### config.mk
export PLATFORM = sky130hd
export DESIGN_NAME = bit_cmd_sched_flat
export DESIGN_NICKNAME = d
export VERILOG_FILES = /design/src/rtl/bit_cmd_sched_pkg.sv /design/src/rtl/bit_cmd_sched_if.sv /design/src/rtl/bit_cmd_sched_arb.sv /design/src/rtl/bit_cmd_sched.sv /design/src/flat_wrapper.sv
export SDC_FILE = /design/constraint.sdc
export NUM_CORES = 1
export LEC_CHECK = 0
export ABC_AREA = 1
export CAP_MARGIN = 20
export CELL_PAD_IN_SITES_DETAIL_PLACEMENT = 0
export CELL_PAD_IN_SITES_GLOBAL_PLACEMENT = 1
export CORE_UTILIZATION = 28
export CTS_BUF_LIST = sky130_fd_sc_hd__clkbuf_4 sky130_fd_sc_hd__clkbuf_8 sky130_fd_sc_hd__clkbuf_16
export DETAILED_ROUTE_END_ITERATION = 12
export PLACE_DENSITY_LB_ADDON = 0.1
export SETUP_SLACK_MARGIN = 0.02
export SKIP_LAST_GASP = 1
export SYNTH_ARGS = -nofsm -noshare
export SYNTH_HDL_FRONTEND = slang
export SYNTH_SLANG_ARGS = --single-unit
### constraint.sdc
create_clock -name clk -period 1.78 [get_ports clk]
set_clock_uncertainty 0.05 [all_clocks]
set_input_delay 0.267 -clock clk [delete_from_list [all_inputs] [get_ports clk]]
set_output_delay 0.267 -clock clk [all_outputs]
set_load 0.1 [all_outputs]
### src/rtl/bit_cmd_sched_pkg.sv
// Shared types and constants for the bit command scheduler.
package bitcmd_pkg;

  localparam int SEL_W           = 2;
  localparam int STATE_W         = 4;
  localparam int DEFAULT_TIMEOUT = 8;

  typedef enum logic [2:0] {
    IDLE,
    CHECK,
    ISSUE,
    WAIT,
    DONE
  } state_e;

endpackage

### src/rtl/bit_cmd_sched_if.sv
// Requester and datapath signals of the bit command scheduler.
interface bit_cmd_sched_if
  import bitcmd_pkg::*;
#(
  parameter int N_REQ = 4
);
  localparam int ID_W = $clog2(N_REQ);

  logic [N_REQ-1:0]       req;
  logic [N_REQ-1:0]       req_val;
  logic [SEL_W*N_REQ-1:0] req_sel;
  logic [N_REQ-1:0]       gnt;
  logic                   done;
  logic [ID_W-1:0]        done_id;
  logic                   noop;
  logic                   err;
  logic                   busy;
  logic                   fsm_en;
  logic                   fsm_val;
  logic [SEL_W-1:0]       fsm_sel;
  logic [STATE_W-1:0]     fsm_state;

  modport master (
    output req, req_val, req_sel, fsm_state,
    input  gnt, done, done_id, noop, err, busy, fsm_en, fsm_val, fsm_sel
  );

  modport slave (
    input  req, req_val, req_sel, fsm_state,
    output gnt, done, done_id, noop, err, busy, fsm_en, fsm_val, fsm_sel
  );

endinterface

### src/rtl/bit_cmd_sched_arb.sv
// Combinational round-robin arbiter: first set request at or after ptr, wrapping.
module rr_arbiter #(
  parameter int N_REQ = 4
) (
  input  logic [N_REQ-1:0]         req,
  input  logic [$clog2(N_REQ)-1:0] ptr,
  output logic [N_REQ-1:0]         win,
  output logic                     valid
);

  logic [N_REQ-1:0] rot;
  logic [N_REQ-1:0] first;

  // Rotate so ptr sits at bit 0, isolate the lowest set bit, then rotate back.
  always_comb begin
    rot   = N_REQ'({req, req} >> ptr);
    first = rot & (~rot + {{(N_REQ-1){1'b0}}, 1'b1});
    win   = N_REQ'(({first, first} << ptr) >> N_REQ);
    valid = |req;
  end

endmodule

### src/rtl/bit_cmd_sched.sv
// Round-robin scheduler granting requesters one at a time to the 4-bit set/clear datapath.
// Optional WAIT timeout enabled by defining BITCMD_TIMEOUT_EN.
module bit_cmd_sched
  import bitcmd_pkg::*;
#(
  parameter int N_REQ   = 4,
  parameter int TIMEOUT = DEFAULT_TIMEOUT
) (
  input  logic            clk,
  input  logic            rst,
  bit_cmd_sched_if.slave  bus
);

  localparam int ID_W = $clog2(N_REQ);

  state_e            state_q, state_d;
  logic [ID_W-1:0]   id_q;
  logic [ID_W-1:0]   ptr_q;
  logic [ID_W-1:0]   win_id;
  logic [ID_W-1:0]   ptr_next;
  logic [SEL_W-1:0]  sel_q;
  logic              val_q;
  logic              noop_q;
  logic [N_REQ-1:0]  win;
  logic              win_valid;
  logic              hit;
  logic              timeout_hit;
  logic              err_flag;

  rr_arbiter #(.N_REQ(N_REQ)) u_arb (
    .req   (bus.req),
    .ptr   (ptr_q),
    .win   (win),
    .valid (win_valid)
  );

  always_comb begin
    win_id = '0;
    for (int i = 0; i < N_REQ; i++) begin
      if (win[i]) win_id = ID_W'(i);
    end
  end

  assign ptr_next = (win_id == ID_W'(N_REQ-1)) ? '0 : win_id + 1'b1;
  assign hit      = (bus.fsm_state[sel_q] == val_q);

`ifdef BITCMD_TIMEOUT_EN
  localparam int CNT_W = $clog2(TIMEOUT+1);
  logic [CNT_W-1:0] cnt_q;
  logic             err_q;

  // The counter restarts in ISSUE so the first WAIT cycle counts as zero.
  always_ff @(posedge clk) begin
    if (rst) begin
      cnt_q <= '0;
      err_q <= 1'b0;
    end else begin
      if (state_q == ISSUE)     cnt_q <= '0;
      else if (state_q == WAIT) cnt_q <= cnt_q + 1'b1;
      if (state_q == IDLE)                               err_q <= 1'b0;
      else if (state_q == WAIT && !hit && timeout_hit)   err_q <= 1'b1;
    end
  end

  assign timeout_hit = (cnt_q == CNT_W'(TIMEOUT-1));
  assign err_flag    = err_q;
`else
  assign timeout_hit = 1'b0;
  assign err_flag    = 1'b0;
`endif

  always_ff @(posedge clk) begin
    if (rst) begin
      state_q <= IDLE;
      ptr_q   <= '0;
      id_q    <= '0;
      val_q   <= 1'b0;
      sel_q   <= '0;
      noop_q  <= 1'b0;
    end else begin
      state_q <= state_d;
      case (state_q)
        IDLE: begin
          if (win_valid) begin
            id_q   <= win_id;
            val_q  <= bus.req_val[win_id];
            sel_q  <= bus.req_sel[{win_id, 1'b0} +: SEL_W];
            ptr_q  <= ptr_next;
            noop_q <= 1'b0;
          end
        end
        CHECK:   noop_q <= hit;
        default: ;
      endcase
    end
  end

  // Outputs decode only registered state, so req never reaches gnt combinationally.
  always_comb begin
    state_d     = state_q;
    bus.gnt     = '0;
    bus.done    = 1'b0;
    bus.done_id = '0;
    bus.noop    = 1'b0;
    bus.err     = 1'b0;
    bus.busy    = (state_q != IDLE);
    bus.fsm_en  = 1'b0;
    bus.fsm_val = 1'b0;
    bus.fsm_sel = '0;

    if (state_q != IDLE) begin
      bus.fsm_val = val_q;
      bus.fsm_sel = sel_q;
    end

    case (state_q)
      IDLE: begin
        if (win_valid) state_d = CHECK;
      end
      CHECK: begin
        bus.gnt[id_q] = 1'b1;
        state_d       = hit ? DONE : ISSUE;
      end
      ISSUE: begin
        bus.fsm_en = 1'b1;
        state_d    = WAIT;
      end
      WAIT: begin
        if (hit || timeout_hit) state_d = DONE;
      end
      DONE: begin
        bus.done    = 1'b1;
        bus.done_id = id_q;
        bus.noop    = noop_q;
        bus.err     = err_flag;
        state_d     = IDLE;
      end
      default: state_d = IDLE;
    endcase
  end

endmodule

### src/flat_wrapper.sv
// flat-port wrapper written by rule: the top's interface ports become plain ports
module bit_cmd_sched_flat import bitcmd_pkg::*;
#(
  parameter int N_REQ   = 4,
  parameter int TIMEOUT = DEFAULT_TIMEOUT
)
  (clk, rst, bus_req, bus_req_val, bus_req_sel, bus_fsm_state, bus_gnt, bus_done, bus_done_id, bus_noop, bus_err, bus_busy, bus_fsm_en, bus_fsm_val, bus_fsm_sel);
  bit_cmd_sched_if #(.N_REQ(N_REQ)) bus_i ();
  input  logic clk;
  input  logic rst;
  input wire logic [$bits(bus_i.req)-1:0] bus_req;
  input wire logic [$bits(bus_i.req_val)-1:0] bus_req_val;
  input wire logic [$bits(bus_i.req_sel)-1:0] bus_req_sel;
  input wire logic [$bits(bus_i.fsm_state)-1:0] bus_fsm_state;
  output wire logic [$bits(bus_i.gnt)-1:0] bus_gnt;
  output wire logic [$bits(bus_i.done)-1:0] bus_done;
  output wire logic [$bits(bus_i.done_id)-1:0] bus_done_id;
  output wire logic [$bits(bus_i.noop)-1:0] bus_noop;
  output wire logic [$bits(bus_i.err)-1:0] bus_err;
  output wire logic [$bits(bus_i.busy)-1:0] bus_busy;
  output wire logic [$bits(bus_i.fsm_en)-1:0] bus_fsm_en;
  output wire logic [$bits(bus_i.fsm_val)-1:0] bus_fsm_val;
  output wire logic [$bits(bus_i.fsm_sel)-1:0] bus_fsm_sel;
  assign bus_i.req = bus_req;
  assign bus_i.req_val = bus_req_val;
  assign bus_i.req_sel = bus_req_sel;
  assign bus_i.fsm_state = bus_fsm_state;
  assign bus_gnt = bus_i.gnt;
  assign bus_done = bus_i.done;
  assign bus_done_id = bus_i.done_id;
  assign bus_noop = bus_i.noop;
  assign bus_err = bus_i.err;
  assign bus_busy = bus_i.busy;
  assign bus_fsm_en = bus_i.fsm_en;
  assign bus_fsm_val = bus_i.fsm_val;
  assign bus_fsm_sel = bus_i.fsm_sel;
  bit_cmd_sched #(.N_REQ(N_REQ), .TIMEOUT(TIMEOUT)) u_core (.clk(clk), .rst(rst), .bus(bus_i));
endmodule
# Word level (Yosys, flattened, before mapping)
# Index checks and enable logic that the tools add are counted.
[totals]
elab_cells = 56
ff_bits = 11
n_memories = 0
in_bits = 22
output_inout_bits = 14
latchBits = 0
ram_bits = 0
rom_bits = 0
[classes]
add_sub_neg = 2
div = 0
reduce_logical = 8
shift = 3
eq_ne = 8
order_cmp = 4
mul = 0
bitwise_logic = 2
muxes = 23
[op_table]
columns = ["operator", "count"]
rows = [
  ["one-hot mux 3 bit (4 select lines)", 1],
  ["2-to-1 mux 2 bit", 5],
  ["less-than comparator 2 x 3 -> 1 bit, second input constant", 3],
  ["2-to-1 mux 1 bit", 9],
  ["2-to-1 mux 3 bit", 3],
  ["indexed part select 8 x 4 -> 2 bit", 1],
  ["left shift 8 x 2 -> 8 bit", 1],
  [">> shifter 8 x 2 -> 4 bit", 1],
  ["== test 3 x 2 -> 1 bit, second input constant", 2],
  ["AND reduction 2 bit", 3],
  ["adder 4 x 1 -> 4 bit, second input constant", 1],
  ["AND 4 bit", 1],
  ["binary-select mux 1 bit (select 2 bit)", 2],
  ["2-to-1 mux 4 bit", 1],
  ["NOT 4 bit", 1],
  ["OR reduction 4 bit", 1],
  ["== test 3 x 1 -> 1 bit, second input constant", 1],
  ["== test 3 bit, second input constant", 1],
  ["logical NOT 3 bit", 1],
  ["nonzero test 3 bit", 1],
  ["adder 2 x 1 -> 2 bit, second input constant", 1],
  ["demux 1 bit (select 2 bit)", 1],
  ["== test 2 bit, second input constant", 1],
  ["greater-or-equal comparator 2 x 1 -> 1 bit, second input constant", 1],
  ["6 further kinds", 6],
]

# Longest topological paths before layout
[logic_depth]
word_depth = 10
depth_mapped = 15
depth_no_buf = 15

# Hierarchy
# Synthesis repeated with hierarchy kept, for this count alone.
[unflattened]
cells_unflattened = 168
hier_area_um2 = 1021.0
[modules_own_cells]
columns = ["module", "area_per_inst_um2", "cells_per_inst", "n_inst"]
rows = [
  ["bit_cmd_sched", 729.4, 115, 1],
  ["rr_arbiter", 291.5, 53, 1],
]

# Least setup slack after synthesis
# Ideal clock, no wire load.
[synth_path]
path_type = "flip-flop to output port"
startpoint = "register u_core.state_q[1]"
endpoint = "output bus_done_id[0]"
stages_incl_launch_ff = 4
arrival_time_ps = 4061
n_path_buf = 0
path_slack_ps = -2598
path_cell_list = "dfxtp_1 nor3_1 inv_1 nor2_1"
[synth_via]
elab_chain_cells = 2
[synth_rtl]
columns = ["element", "line", "source"]
rows = [
  ["from (decl)", "bit_cmd_sched.sv:16", "state_e state_q, state_d;"],
  ["from (signal assigned)", "bit_cmd_sched.sv:81", "state_q <= state_d;"],
  ["== test 3 bit", "bit_cmd_sched.sv:116", "case (state_q)"],
  ["2-to-1 mux 2 bit", "bit_cmd_sched.sv:116", ""],
  ["to (decl)", "flat_wrapper.sv:17", "output wire logic [$bits(bus_i.done_id)-1:0] bus_done_id;"],
]
# No other way between the ends.

# Final worst setup path
[layout_path]
startpoint = "register u_core.ptr_q[0]"
endpoint = "register u_core.ptr_q[1]"
[layout_via]
word_cells_on_any_way = 11
[layout_rtl]
columns = ["element", "line", "source"]
rows = [
  ["from (decl)", "bit_cmd_sched.sv:18", "logic [ID_W-1:0] ptr_q;"],
  ["from (signal assigned)", "bit_cmd_sched.sv:88", "ptr_q <= ptr_next;"],
  [">> shifter 8 x 2 -> 4 bit", "bit_cmd_sched_arb.sv:16", "rot = N_REQ'({req, req} >> ptr);"],
  ["NOT 4 bit", "bit_cmd_sched_arb.sv:17", "first = rot & (~rot + {{(N_REQ-1){1'b0}}, 1'b1});"],
  ["adder 4 x 1 -> 4 bit", "bit_cmd_sched_arb.sv:17", ""],
  ["AND 4 bit", "bit_cmd_sched_arb.sv:17", ""],
  ["left shift 8 x 2 -> 8 bit (*)", "bit_cmd_sched_arb.sv:18", "win = N_REQ'(({first, first} << ptr) >> N_REQ);"],
  ["2-to-1 mux 2 bit", "bit_cmd_sched.sv:40", "if (win[i]) win_id = ID_W'(i);"],
  ["2-to-1 mux 2 bit (*)", "bit_cmd_sched.sv:40", ""],
  ["named net u_core.win_id[1]", "bit_cmd_sched.sv:19", "logic [ID_W-1:0] win_id;"],
  ["adder 2 x 1 -> 2 bit or == test 2 bit (tied branches)", "bit_cmd_sched.sv:44", "assign ptr_next = (win_id == ID_W'(N_REQ-1)) ? '0 : win_id + 1'b1;"],
  ["2-to-1 mux 2 bit (*)", "bit_cmd_sched.sv:44", ""],
  ["named net u_core.ptr_next[1]", "bit_cmd_sched.sv:20", "logic [ID_W-1:0] ptr_next;"],
]
# Mark *: on every way through the listed nets, which the timed path passes. The rest lies on a longest branch.
# A chain may end at the register's enable or synchronous reset.

==> results by group <==
Synthesis
  – Number of synthesized flops with an enable pin: 0
  – Share of the synthesized area in the top cell type: 19.3%
  – Mean post-synth cell area: 6.12 um^2
  – Sequential-to-total area share from yosys stat: 19.3%
  – Async SR Flop Fraction: 0%
  – Synth unique cells: 29
  – Yosys reg bits: 11
  – Synth area leader: dfxtp_1
  – Ys flop type: dfxtp_1
  – Post-Syn Nets: 210
  – Syn Std Cell Area: 0.00114 mm^2
  – Mapped Cells: 187
  – Top cells by area, synth: dfxtp_1, nand2_1, inv_1, nand3_1, nand2_4
  – Yosys Warn Count: 0

Floorplan
  – DIE HEIGHT: 65.9 um
  – Row count: 22
  – Starting density of the core: 30.1%
  – Die area: 0.00434 mm^2
  – Die width: 65.9 um
  – # IOs: 36
  – Core ar.: 0.00380 mm^2

Clock network
  – Maximum clock path buffer count: 2
  – TritonCTS clock tree: done
  – Inserted Clock Buffers: 3
  – Clock Latency Late Sink: 230 ps
  – Num Clock Sinks: 11
  – Reg clk slew, reported paths: 50 ps
  – CTS H-tree lvls: 1
  – Cell at the root of the clock tree: clkbuf_8

Layout
  – Ant diodes: 0
  – Commonest non-fill, non-tap cells in the layout: nand2_1, inv_1, nand2_2, clkdlybuf4s50_1
  – Net total in the final layout: 262
  – Share of layout cells above drive strength 1: 48.3%
  – Design area: 0.00211 mm^2
  – Commonest non-fill, non-tap cell in the layout: nand2_1
  – P&R area growth vs syn: 84.5%
  – Filler Cell Count: 342

Run status
  – Failing checks: setup timing
  – Outcome: finished, violations left

Worst setup path
  – Top delay family on crit path: simple AND/OR/NAND/NOR gates
  – Crit-path cells: buf_6 > nand2_4 > nand3_4 > nand2_8 > nand2_4 > nand2_2 > nand2_1 > nor2_2 > nor2_2 > nand2_4 > ha_4 > o21ai_2 > a21oi_2
  – Buffers & Inverters on Critical Path: 1
  – Setup crit start kind: flop
  – Kind of critical path: reg -> reg
  – Required time of the critical path: 1860 ps
  – Crit path arrival time: 1860 ps
  – Most used cell, CP: nand2_4
  – Worst path max stage delay: 360 ps
  – Worst setup EP type: flop
  – Crit path max fanout: 7
  – CP max-delay cell: dfxtp_2

Worst hold path
  – Min-delay worst type: reg -> reg

Detailed routing
  – DR WL/cell: 10.8 um
  – WL final: 3090 um
  – Vias per inst: 4.62
  – DRT iter0 DRCs: 25
  – DRT Pass-1 Iters: 4
  – Via count: 1322
  – Number of remaining DRC errors: 0
  – Final ANT Viol Nets: 0

Timing
  – Fmax: 0.559 GHz
  – Fin crit share: 100%
  – Final Hold Fails: 0
  – Final Max Slew Viols: 0
  – Setup violators final: 1
  – Final worst slack: -7.59 ps
  – Fin Setup TNS: -7.59 ps
  – RSZ-0062 raised after global routing: yes
  – Tmin final: 1790 ps

Placed design
  – DPL Wire Length: 2470 um
  – Worst slack, placed: -445 ps
  – PortBufs: 34
  – Placed cell area: 0.00188 mm^2
  – GP Congestion: 0.776

Power and ir drop
  – LEAKAGE: 0.963 nW
  – Pwr Density: 2020 mW/mm^2
  – Peak VDD IR: 0.000741 V

GRT
  – Vias in the first global route: 1208
  – Pin count of the biggest net entering global routing: 10
  – GRT overflow: 0
  – Initial antenna violation count: 0
  – Total GRT Usage: 15.0%
  – First-pass GRT wire length: 5180 um

Flow run
  – Max-cap check violation count: 0
[Yosys cell counts, types with 2 or more instances]
| master | instances |
|---|---|
| buf_6 | 4 |
| o22ai_1 | 2 |
| nor2_1 | 13 |
| nand2_1 | 53 |
| o21ai_0 | 3 |
| nor2_2 | 3 |
| nor3_1 | 6 |
| nand2_2 | 7 |
| a21oi_1 | 7 |
| nand2_4 | 6 |
| dfxtp_1 | 11 |
| nand3_2 | 4 |
| nand4_1 | 7 |
| inv_1 | 28 |
| nand3_1 | 19 |
[flip-flops by register name (all words and copies together), names as in the netlist]
name            count
u_core.noop_q       1
u_core.ptr_q        2
u_core.val_q        1
u_core.id_q         2
u_core.sel_q        2
u_core.state_q      3
[report_power, final]
group	internal (mW)	leakage (nW)	switching, mW
Clock	0.172	0.0262	0.0865
Combinational	1.40	0.844	2.13
Sequential	0.355	0.0926	0.112
Total	1.93	0.963	2.33
[per-stage QoR]
stage	total power, mW	hold WS, ps	utilization, %	std cells
4_1_cts	3.95	464	52.3	284
6_report	4.26	456	55.5	286
2_1_floorplan	2.63	411	-	187
5_1_grt	4.62	483	55.5	286
3_3_place_gp	3.48	430	49.4	279
3_5_place_dp	3.52	440	49.4	279
[routing by layer]
layer,vias up,track usage (%),wire length [um]
met5,-,0,0
li1,701,-,-
met4,0,1.63,0
met1,590,19.1,1450
met3,0,3.10,133
met2,31,26.5,1510
[layout make-up]
class	instances	area [um^2]	area share (%)
flip-flops and latches	11	226	10.7
repair buffers	53	636	30.1
well taps	48	60.1	2.85
multi-input cells	140	1010	47.9
inverters	30	129	6.11
clock buffers	4	48.8	2.31
[cell families after synthesis]
group	Yosys count	synth area share [%]
AOI/OAI and AO/OA	15	7.33
xor gates and xnor gates	1	0.766
adders and majority gates	1	1.09
buffers and inverters	36	15.0
DFF	11	19.3
other	1	0.328
and+or+nand+nor	122	56.2
[worst paths after layout]
kind	from	depth (start not counted)	slack (ps)	to
max	u_core.ptr_q[0]	13	-8	u_core.ptr_q[1]
min	u_core.noop_q	2	460	u_core.noop_q
max reg2reg	u_core.ptr_q[0]	13	-8	u_core.ptr_q[1]
min reg2reg	u_core.noop_q	2	460	u_core.noop_q
[what timing repair did]
action,in CTS,in global routing
pin swaps,12,22
hold buffers,0,0
resized for setup,18,32
endpoints found under the setup margin,6,13
endpoints found under the hold margin,0,0
setup buffers,1,2
[tightest hold or removal path, stage by stage (launching register included)]
cell and delay, ps:
dfxtp_1 310, nand3_1 80, a21oi_1 70
Power figures use the tool's default switching activity.
